[src/rtl/rv32m_mul_pkg.sv]
// rv32m_mul_pkg -- shared definitions for the RV32M iterative multiplier.
//   - mul_op_e    : funct3[1:0] operation encodings (MUL, MULH, MULHSU, MULHU)
//   - mul_state_e : controller states (IDLE, CALC, DONE)
//   - mul_sign_t  : per-operand signedness flags
//   - mul_signedness() : decodes which operands are signed for a given op
package rv32m_mul_pkg;

  typedef enum logic [1:0] {
    OP_MUL    = 2'b00,
    OP_MULH   = 2'b01,
    OP_MULHSU = 2'b10,
    OP_MULHU  = 2'b11
  } mul_op_e;

  typedef enum logic [1:0] {
    S_IDLE = 2'b00,
    S_CALC = 2'b01,
    S_DONE = 2'b10
  } mul_state_e;

  typedef struct packed {
    logic a_signed;
    logic b_signed;
  } mul_sign_t;

  // A is signed for MULH/MULHSU, B only for MULH.
  function automatic mul_sign_t mul_signedness(input mul_op_e op);
    mul_sign_t s;
    case (op)
      OP_MULH:   begin s.a_signed = 1'b1; s.b_signed = 1'b1; end
      OP_MULHSU: begin s.a_signed = 1'b1; s.b_signed = 1'b0; end
      default:   begin s.a_signed = 1'b0; s.b_signed = 1'b0; end
    endcase
    return s;
  endfunction

endpackage

[src/rtl/rv32m_mul_pp.sv]
// rv32m_mul_pp -- combinational signed partial product.
//   a_i/a_ext_i : multiplicand and its extension bit, forming an (XLEN+1)-bit signed value
//   d_i/d_ext_i : B digit and its extension bit, forming a (SLICE_W+1)-bit signed value
//   pp_o        : exact signed product, XLEN+SLICE_W+2 bits wide
module rv32m_mul_pp #(
  parameter int XLEN    = 32,
  parameter int SLICE_W = 8
) (
  input  logic [XLEN-1:0]         a_i,
  input  logic                    a_ext_i,
  input  logic [SLICE_W-1:0]      d_i,
  input  logic                    d_ext_i,
  output logic [XLEN+SLICE_W+1:0] pp_o
);
  localparam int PP_W = XLEN + SLICE_W + 2;

  logic signed [XLEN:0]    a_s;
  logic signed [SLICE_W:0] d_s;
  logic signed [PP_W-1:0]  a_x_s;
  logic signed [PP_W-1:0]  d_x_s;

  assign a_s   = {a_ext_i, a_i};
  assign d_s   = {d_ext_i, d_i};
  // Widen both factors first so the product is exact at PP_W bits.
  assign a_x_s = PP_W'(a_s);
  assign d_x_s = PP_W'(d_s);
  assign pp_o  = a_x_s * d_x_s;

endmodule

[src/rtl/rv32m_mul_iter.sv]
// rv32m_mul_iter -- iterative RV32M multiplier (MUL/MULH/MULHSU/MULHU).
// Consumes SLICE_W bits of B per cycle; N = XLEN/SLICE_W CALC cycles per op.
// Ports:
//   clk_i, rst_i (async, active-high)
//   valid_i/ready_o, op_i, op_A_i, op_B_i : request side
//   kill_i                                : flush, returns to IDLE
//   valid_o/ready_i, result_o             : result side
//   busy_o                                : controller not in IDLE
// Optional macro RV32M_MUL_EARLY_EXIT_EN: finish as soon as the remaining
// B digits are all zero (results unchanged, latency data dependent).
module rv32m_mul_iter
  import rv32m_mul_pkg::*;
#(
  parameter int XLEN    = 32,
  parameter int SLICE_W = 8
) (
  input  logic            clk_i,
  input  logic            rst_i,
  input  logic            valid_i,
  output logic            ready_o,
  input  logic [1:0]      op_i,
  input  logic [XLEN-1:0] op_A_i,
  input  logic [XLEN-1:0] op_B_i,
  input  logic            kill_i,
  output logic            valid_o,
  input  logic            ready_i,
  output logic [XLEN-1:0] result_o,
  output logic            busy_o
);
  localparam int N     = XLEN / SLICE_W;
  localparam int CNT_W = (N > 1) ? $clog2(N) : 1;
  localparam int SH_W  = (XLEN > 1) ? $clog2(XLEN) : 1;
  localparam int ACC_W = 2 * XLEN;
  localparam int PP_W  = XLEN + SLICE_W + 2;

  mul_state_e      state_q, state_d;
  logic [XLEN-1:0] a_q, a_d;
  logic [XLEN-1:0] b_q, b_d;
  logic            a_signed_q, a_signed_d;
  logic            b_signed_q, b_signed_d;
  logic            hi_q, hi_d;
  logic [ACC_W-1:0] acc_q, acc_d;
  logic [CNT_W-1:0] cnt_q, cnt_d;
  logic            valid_q, valid_d;
  logic            ready_q, ready_d;
  logic            busy_q, busy_d;
  logic [XLEN-1:0] result_q, result_d;

  mul_sign_t              req_sign_s;
  logic                   last_step_s;
  logic                   calc_done_s;
  logic                   a_ext_s;
  logic                   d_ext_s;
  logic [SLICE_W-1:0]     digit_s;
  logic [PP_W-1:0]        pp_s;
  logic [ACC_W-1:0]       pp_ext_s;
  logic [ACC_W-1:0]       acc_sum_s;
  logic [SH_W-1:0]        shamt_s;
  logic signed [XLEN-1:0] b_sra_s;
  logic [XLEN-1:0]        b_shift_s;

  assign req_sign_s  = mul_signedness(mul_op_e'(op_i));
  assign digit_s     = b_q[SLICE_W-1:0];
  assign last_step_s = (cnt_q == CNT_W'(N - 1));
  assign a_ext_s     = a_signed_q & a_q[XLEN-1];
  // Only the most significant digit of a signed B carries negative weight.
  assign d_ext_s     = b_signed_q & last_step_s & digit_s[SLICE_W-1];

  rv32m_mul_pp #(
    .XLEN    (XLEN),
    .SLICE_W (SLICE_W)
  ) u_pp (
    .a_i     (a_q),
    .a_ext_i (a_ext_s),
    .d_i     (digit_s),
    .d_ext_i (d_ext_s),
    .pp_o    (pp_s)
  );

  assign pp_ext_s  = ACC_W'($signed(pp_s));
  assign shamt_s   = SH_W'(cnt_q) * SH_W'(SLICE_W);
  assign acc_sum_s = acc_q + (pp_ext_s << shamt_s);
  assign b_sra_s   = $signed(b_q) >>> SLICE_W;
  assign b_shift_s = b_signed_q ? b_sra_s : (b_q >> SLICE_W);

`ifdef RV32M_MUL_EARLY_EXIT_EN
  // A signed B never reaches zero while negative, so it always runs to the signed top digit.
  assign calc_done_s = last_step_s | (b_shift_s == {XLEN{1'b0}});
`else
  assign calc_done_s = last_step_s;
`endif

  // Next-state, datapath and registered-output computation for the controller.
  always_comb begin
    state_d    = state_q;
    a_d        = a_q;
    b_d        = b_q;
    a_signed_d = a_signed_q;
    b_signed_d = b_signed_q;
    hi_d       = hi_q;
    acc_d      = acc_q;
    cnt_d      = cnt_q;
    valid_d    = valid_q;
    ready_d    = ready_q;
    busy_d     = busy_q;
    result_d   = result_q;
    case (state_q)
      S_IDLE: begin
        if (kill_i) begin
          state_d = S_IDLE;
          valid_d = 1'b0;
          ready_d = 1'b1;
          busy_d  = 1'b0;
        end else if (valid_i && ready_q) begin
          state_d    = S_CALC;
          a_d        = op_A_i;
          b_d        = op_B_i;
          a_signed_d = req_sign_s.a_signed;
          b_signed_d = req_sign_s.b_signed;
          hi_d       = (mul_op_e'(op_i) != OP_MUL);
          acc_d      = {ACC_W{1'b0}};
          cnt_d      = {CNT_W{1'b0}};
          valid_d    = 1'b0;
          ready_d    = 1'b0;
          busy_d     = 1'b1;
        end else begin
          valid_d = 1'b0;
          ready_d = 1'b1;
          busy_d  = 1'b0;
        end
      end
      S_CALC: begin
        if (kill_i) begin
          state_d = S_IDLE;
          valid_d = 1'b0;
          ready_d = 1'b1;
          busy_d  = 1'b0;
        end else begin
          acc_d = acc_sum_s;
          b_d   = b_shift_s;
          cnt_d = cnt_q + CNT_W'(1);
          if (calc_done_s) begin
            state_d  = S_DONE;
            valid_d  = 1'b1;
            result_d = hi_q ? acc_sum_s[ACC_W-1:XLEN] : acc_sum_s[XLEN-1:0];
          end else begin
            state_d = S_CALC;
          end
        end
      end
      S_DONE: begin
        if (kill_i || ready_i) begin
          state_d = S_IDLE;
          valid_d = 1'b0;
          ready_d = 1'b1;
          busy_d  = 1'b0;
        end else begin
          state_d = S_DONE;
        end
      end
      default: begin
        state_d = S_IDLE;
        valid_d = 1'b0;
        ready_d = 1'b1;
        busy_d  = 1'b0;
      end
    endcase
  end

  // State and output registers with asynchronous reset.
  always_ff @(posedge clk_i or posedge rst_i) begin
    if (rst_i) begin
      state_q    <= S_IDLE;
      a_q        <= {XLEN{1'b0}};
      b_q        <= {XLEN{1'b0}};
      a_signed_q <= 1'b0;
      b_signed_q <= 1'b0;
      hi_q       <= 1'b0;
      acc_q      <= {ACC_W{1'b0}};
      cnt_q      <= {CNT_W{1'b0}};
      valid_q    <= 1'b0;
      ready_q    <= 1'b1;
      busy_q     <= 1'b0;
      result_q   <= {XLEN{1'b0}};
    end else begin
      state_q    <= state_d;
      a_q        <= a_d;
      b_q        <= b_d;
      a_signed_q <= a_signed_d;
      b_signed_q <= b_signed_d;
      hi_q       <= hi_d;
      acc_q      <= acc_d;
      cnt_q      <= cnt_d;
      valid_q    <= valid_d;
      ready_q    <= ready_d;
      busy_q     <= busy_d;
      result_q   <= result_d;
    end
  end

  assign valid_o  = valid_q;
  assign ready_o  = ready_q;
  assign busy_o   = busy_q;
  assign result_o = result_q;

endmodule

[config.mk]
export PLATFORM = sky130hd
export DESIGN_NAME = rv32m_mul_iter
export DESIGN_NICKNAME = d
export VERILOG_FILES = /design/src/rtl/rv32m_mul_pkg.sv /design/src/rtl/rv32m_mul_pp.sv /design/src/rtl/rv32m_mul_iter.sv
export SDC_FILE = /design/constraint.sdc
export NUM_CORES = 1
export LEC_CHECK = 0
export CORE_MARGIN = 5
export CORE_UTILIZATION = 65
export DETAILED_ROUTE_END_ITERATION = 10
export PLACE_DENSITY = 0.85
export SLEW_MARGIN = 10
export SYNTH_ARGS = -nofsm -noshare
export SYNTH_HDL_FRONTEND = slang
export SYNTH_SLANG_ARGS = --single-unit
[constraint.sdc]
create_clock -name clk_i -period 24.4 [get_ports clk_i]
set_clock_uncertainty 0.1 [all_clocks]
set_input_delay 7.32 -clock clk_i [delete_from_list [all_inputs] [get_ports clk_i]]
set_output_delay 7.32 -clock clk_i [all_outputs]
set_load 0.02 [all_outputs]
Word level (Yosys, flattened, before mapping)
Index checks and enable logic that the tools add are counted.

operators by class
  $add $sub $neg = 2
  multipliers = 1
  equality and inequality tests = 13
  shift operators = 1
  mux-type cells = 34
  bitwise gates (word level) = 4
  reductions and logical operators = 11

operator list
  cell                                                                   number
  64-bit 2-to-1 mux                                                      3
  32-bit 2-to-1 mux                                                      5
  64-bit case mux with 2 select lines                                    1
  64-bit adder                                                           1
  32-bit case mux with 2 select lines                                    1
  64-bit by 5-bit << shifter with 64-bit output                          1
  33-bit by 9-bit multiplier with 42-bit output                          1
  2-bit 2-to-1 mux                                                       8
  2-bit inequality test, second input constant                           6
  1-bit 2-to-1 mux                                                       10
  2-bit case mux with 2 select lines                                     2
  2-bit equality test, second input constant                             3
  3-bit inequality test, second input constant                           2
  1-bit case mux with 3 select lines                                     2
  2-bit case mux with 3 select lines                                     1
  3-bit AND reduction                                                    2
  5-bit AND reduction                                                    1
  2-bit by 1-bit equality test with 1-bit output, second input constant  2
  2-bit AND reduction                                                    2
  4-bit AND reduction                                                    1
  2-bit nonzero test                                                     2
  1-bit bitwise AND                                                      3
  2-bit by 1-bit adder with 2-bit output, second input constant          1
  2-bit zero test                                                        1
  4 further kinds                                                        4

word-level totals
  register bits = 170

Longest topological paths before layout
  depth in word-level cells = 8
  mapped depth = 37
  mapped depth without buffers = 34

Modules after synthesis
From an unflattened synthesis, not the netlist that was laid out.

unflattened totals
  cells, all modules = 2336
  area total of the unflattened synthesis = 21414.3 µm²

by module, submodules not included
  module          instances  cells an instance  area each (µm²)
  rv32m_mul_iter  1          1331               11969.0
  rv32m_mul_pp    1          1005               9445.3

Worst setup path after synthesis
Ideal clock, no wire load.

  path type = input to register
  start = input port valid_i
  end = register acc_q[60]
  setup time = 0.095 ns
  data arrival time = 8.677 ns
  required time = 24.205 ns
  setup slack = 15.527 ns
  cell stages on the path = 7
  buffers on the path = 3
  cells stage by stage = and2_1 > o21ai_0 > clkbuf_1 > clkbuf_1 > buf_1 > nand2_1 > o31ai_1

between the ends
  longest elaborated chain between the ends = 3

ends and longest elaborated chain
  element                          line                   text
  from (decl)                      rv32m_mul_iter.sv:19   input logic valid_i,
  1-bit logical AND                rv32m_mul_iter.sv:114  end else if (valid_i && ready_q) begin
  2-bit inequality test (no line)  -
  4-bit AND reduction (no line)    -
  to (signal assigned)             rv32m_mul_iter.sv:179  acc_q <= {ACC_W{1'b0}};
  to (decl)                        rv32m_mul_iter.sv:42   logic [ACC_W-1:0] acc_q, acc_d;

No other way between the ends.
A chain may end at the register's enable or synchronous reset.

Worst setup path in the final report
  start = register b_q[3]
  end = register result_q[26] (netlist: result_o[26])

between the ends
  longest elaborated chain between the ends = 4

ends and longest elaborated chain
  element                                        line                   text
  from (decl)                                    rv32m_mul_iter.sv:38   logic [XLEN-1:0] b_q, b_d;
  from (signal assigned)                         rv32m_mul_iter.sv:175  b_q <= {XLEN{1'b0}};
  33-bit by 9-bit multiplier with 42-bit output  rv32m_mul_pp.sv:27     assign pp_o = a_x_s * d_x_s;
  64-bit by 5-bit << shifter with 64-bit output  rv32m_mul_iter.sv:82   assign acc_sum_s = acc_q + (pp_ext_s << shamt_s);
  64-bit adder                                   rv32m_mul_iter.sv:82
  32-bit 2-to-1 mux                              rv32m_mul_iter.sv:145  result_d = hi_q ? acc_sum_s[ACC_W-1:XLEN] : acc_sum_s[XLEN-1:0];
  to (signal assigned)                           rv32m_mul_iter.sv:184  result_q <= {XLEN{1'b0}};
  to (signal assigned)                           rv32m_mul_iter.sv:197  result_q <= result_d;
  to (decl)                                      rv32m_mul_iter.sv:47   logic [XLEN-1:0] result_q, result_d;

No other way between the ends.

==> flow_summary.ini <==
[clock_tree]
tritoncts = done
insertion_delay_ns = 0.46
hold_buffers = 0
cts_setup_buffers = 0
htree_levels = 4
clkTransAtPathRegs_ns = 0.08
cts_resized = 0
cts_root_buffer = clkbuf_16
cts_buffers = 17
clockBufferDepth = 2
clock_sinks = 170

[global_route]
grt_max_degree = 99
grt_pass1_vias = 18398
grt_first_pass_wirelength_um = 98200
grt.total_usage_pct = 33.2
antenna_found_initial = 1
globalRouteOverflowTotal = 0

[worst_setup_path]
required_ns = 24.65
critPathMaxFanout = 34
startpoint = b_q[3]
crit_path_top_delay_cell = dfrtp_1
crit_end = result_o[26]
slowest_delay_ns = 1.16
cp-end-kind = register
reg2reg_depth = 30
critical_path_class = register to register
r2r-start = b_q[3]
worstPathArrival_ns = 10.50
cp_common_cell = fa_1
cp-start-kind = register
r2r_setup_slack_ns = 14.15
r2r-end = result_o[26]

[timing]
period_needed_ns = 10.25
fin_hold_ws_ns = 0.391
hold_violations = 0
slew_viol_final = 0
max_slew.worst_pin.slew_ns = 1.24
maxSlewHeadroom_pct = 17.2
min_period_over_period_pct = 42.0
rsz0062_at_grt = false
fmax_ghz = 0.0975
setup-tns-final_ns = 0
finalSetupViolCount = 0

[place]
place.gp.congestion = 1.03
dp_cells = 2931
hpwl_um = 46800
io_buffers = 105

[floorplanning]
dieArea_um2 = 37200
coreArea_um2 = 33300
chipWidth_um = 193
die_h_um = 193
placementRows = 67
ios = 106
start_util_pct = 65.4

[drt]
wl_per_cell_um = 20.4
post-route-drc-count = 0
drt_pass1_iterations = 5
first_iter_violations = 1768
vias_per_cell = 6.20
dr_total_vias = 18374
antenna_left = 0
routed_wl_um = 60400

[yosys]
ys_warn_count = 0
synthDistinctLibCells = 77
seq_area_frac_synth_pct = 19.5
synthTopCellsByCount = 306 x inv_1, 289 x nand2_1, 239 x fa_1
syn_area_um2 = 21800
ys_ff_latch = 170
synth.area.top_cells = fa_1 22%, dfrtp_1 19%, ha_1 8.7%, inv_1 5.3%, nand2_1 5.0%
synth_cells = 2502
synth_most_common_cell = inv_1
synth-async-reset-ratio_pct = 100
synth_top_area_share_pct = 22.0
syn_avg_cell_area_um2 = 8.70
synth_fp_nets = 2964
synthFlopType = dfrtp_1
synth_largest_area_cell = fa_1
synth-edff-count = 0

[layout]
drive_above_1_share_pct = 4.65
fill_cells = 2551
insertedDiodeCount = 0
nets = 2965
utilization_pct = 70.9
fin_cells = 2964
areaGrowthSynthToFinish_pct = 8.37

[run]
max_cap_violations = 0

[hold_path]
hold_path.class = register to register

[status]
status = finished, final reports clean
-- layer usage --
metal,wire (um),GRT usage [%],up-vias,share of wire [%]
met4,1920,10.8,2,3.2
li1,-,-,8333,-
met1,25300,46.2,9072,42
met5,7,0,-,0.012
met2,28600,53.8,828,47
met3,4630,5.53,139,7.7
-- layout make-up --
class | count | area [um^2] | share of cell area (%)
clock inverter | 14 | 129 | 0.546
multi-input combinational | 1884 | 15900 | 67.2
inverter | 308 | 1160 | 4.92
clock buffer | 18 | 439 | 1.86
sequential | 170 | 4260 | 18.0
timing repair buffer | 122 | 1190 | 5.05
tap | 448 | 561 | 2.38
-- how the worst min path moves through the flow --
stage	from	end	slack [ns]	cells after the start
detailed placement	result_o[2]	result_o[2]	0.37	2
floorplan	b_q[10]	b_q[10]	0.35	2
CTS	b_q[26]	b_q[26]	0.39	2
global route	acc_q[18]	acc_q[18]	0.42	1
finish	result_o[18]	result_o[18]	0.39	2
global placement	b_q[9]	b_q[9]	0.36	2
-- through the flow --
step | instance area, um^2 | worst slack (ns)
2_1_floorplan | 21800 | 12.38
3_3_place_gp | 23000 | 14.19
3_5_place_dp | 23000 | 14.07
4_1_cts | 23600 | 14.33
5_1_grt | 23600 | 13.89
6_report | 23600 | 14.15
-- state kept, by name, indices dropped and copies added, names as in the netlist --
signal and cells:
acc_q 64, a_q 32, b_q 32, result_o 32, cnt_q 2, state_q 2, a_signed_q 1, b_signed_q 1
busy_o 1, hi_q 1, ready_o 1, valid_o 1
-- critical path, delay by kind of cell (launching register included) --
kind / cells / cell delay (ns)
AOI/OAI and AO/OA: 11 / 3.66
xor gates and xnor gates: 1 / 0.19
adders and majority gates: 7 / 3.36
buffers and inverters: 3 / 0.14
DFF: 1 / 1.16
muxes: 2 / 0.70
and+or+nand+nor: 6 / 0.78
-- cells in the final DEF, fill, tap and decap left out, types with 32 or more instances in the layout --
cell type,Yosys,final
a21o_1,35,35
nor2_1,126,125
xnor2_1,64,64
a21oi_1,141,141
a22o_1,56,56
clkdlybuf4s50_1,0,105
dfrtp_1,169,168
nand3_1,33,33
o21ai_0,136,135
ha_1,152,152
fa_1,239,239
xor2_1,32,32
and2_1,169,169
mux2i_1,73,73
inv_1,306,305
nand2_1,289,288
mux2_2,37,37
-- cells by family (layout without fill, tap and decap cells) --
kind of cell,count (synthesis),after routing,synth area share (%)
buffers and inverters,448,462,7.73
AOI/OAI and AO/OA,545,545,16.3
DFF,170,170,19.5
xor gates and xnor gates,96,96,3.86
and+or+nand+nor,738,738,16.2
adders and majority gates,391,391,30.7
muxes,114,114,5.63
Power is not shown: default switching activity piles up to over one toggle a cycle in this logic, so the estimate is an artifact.
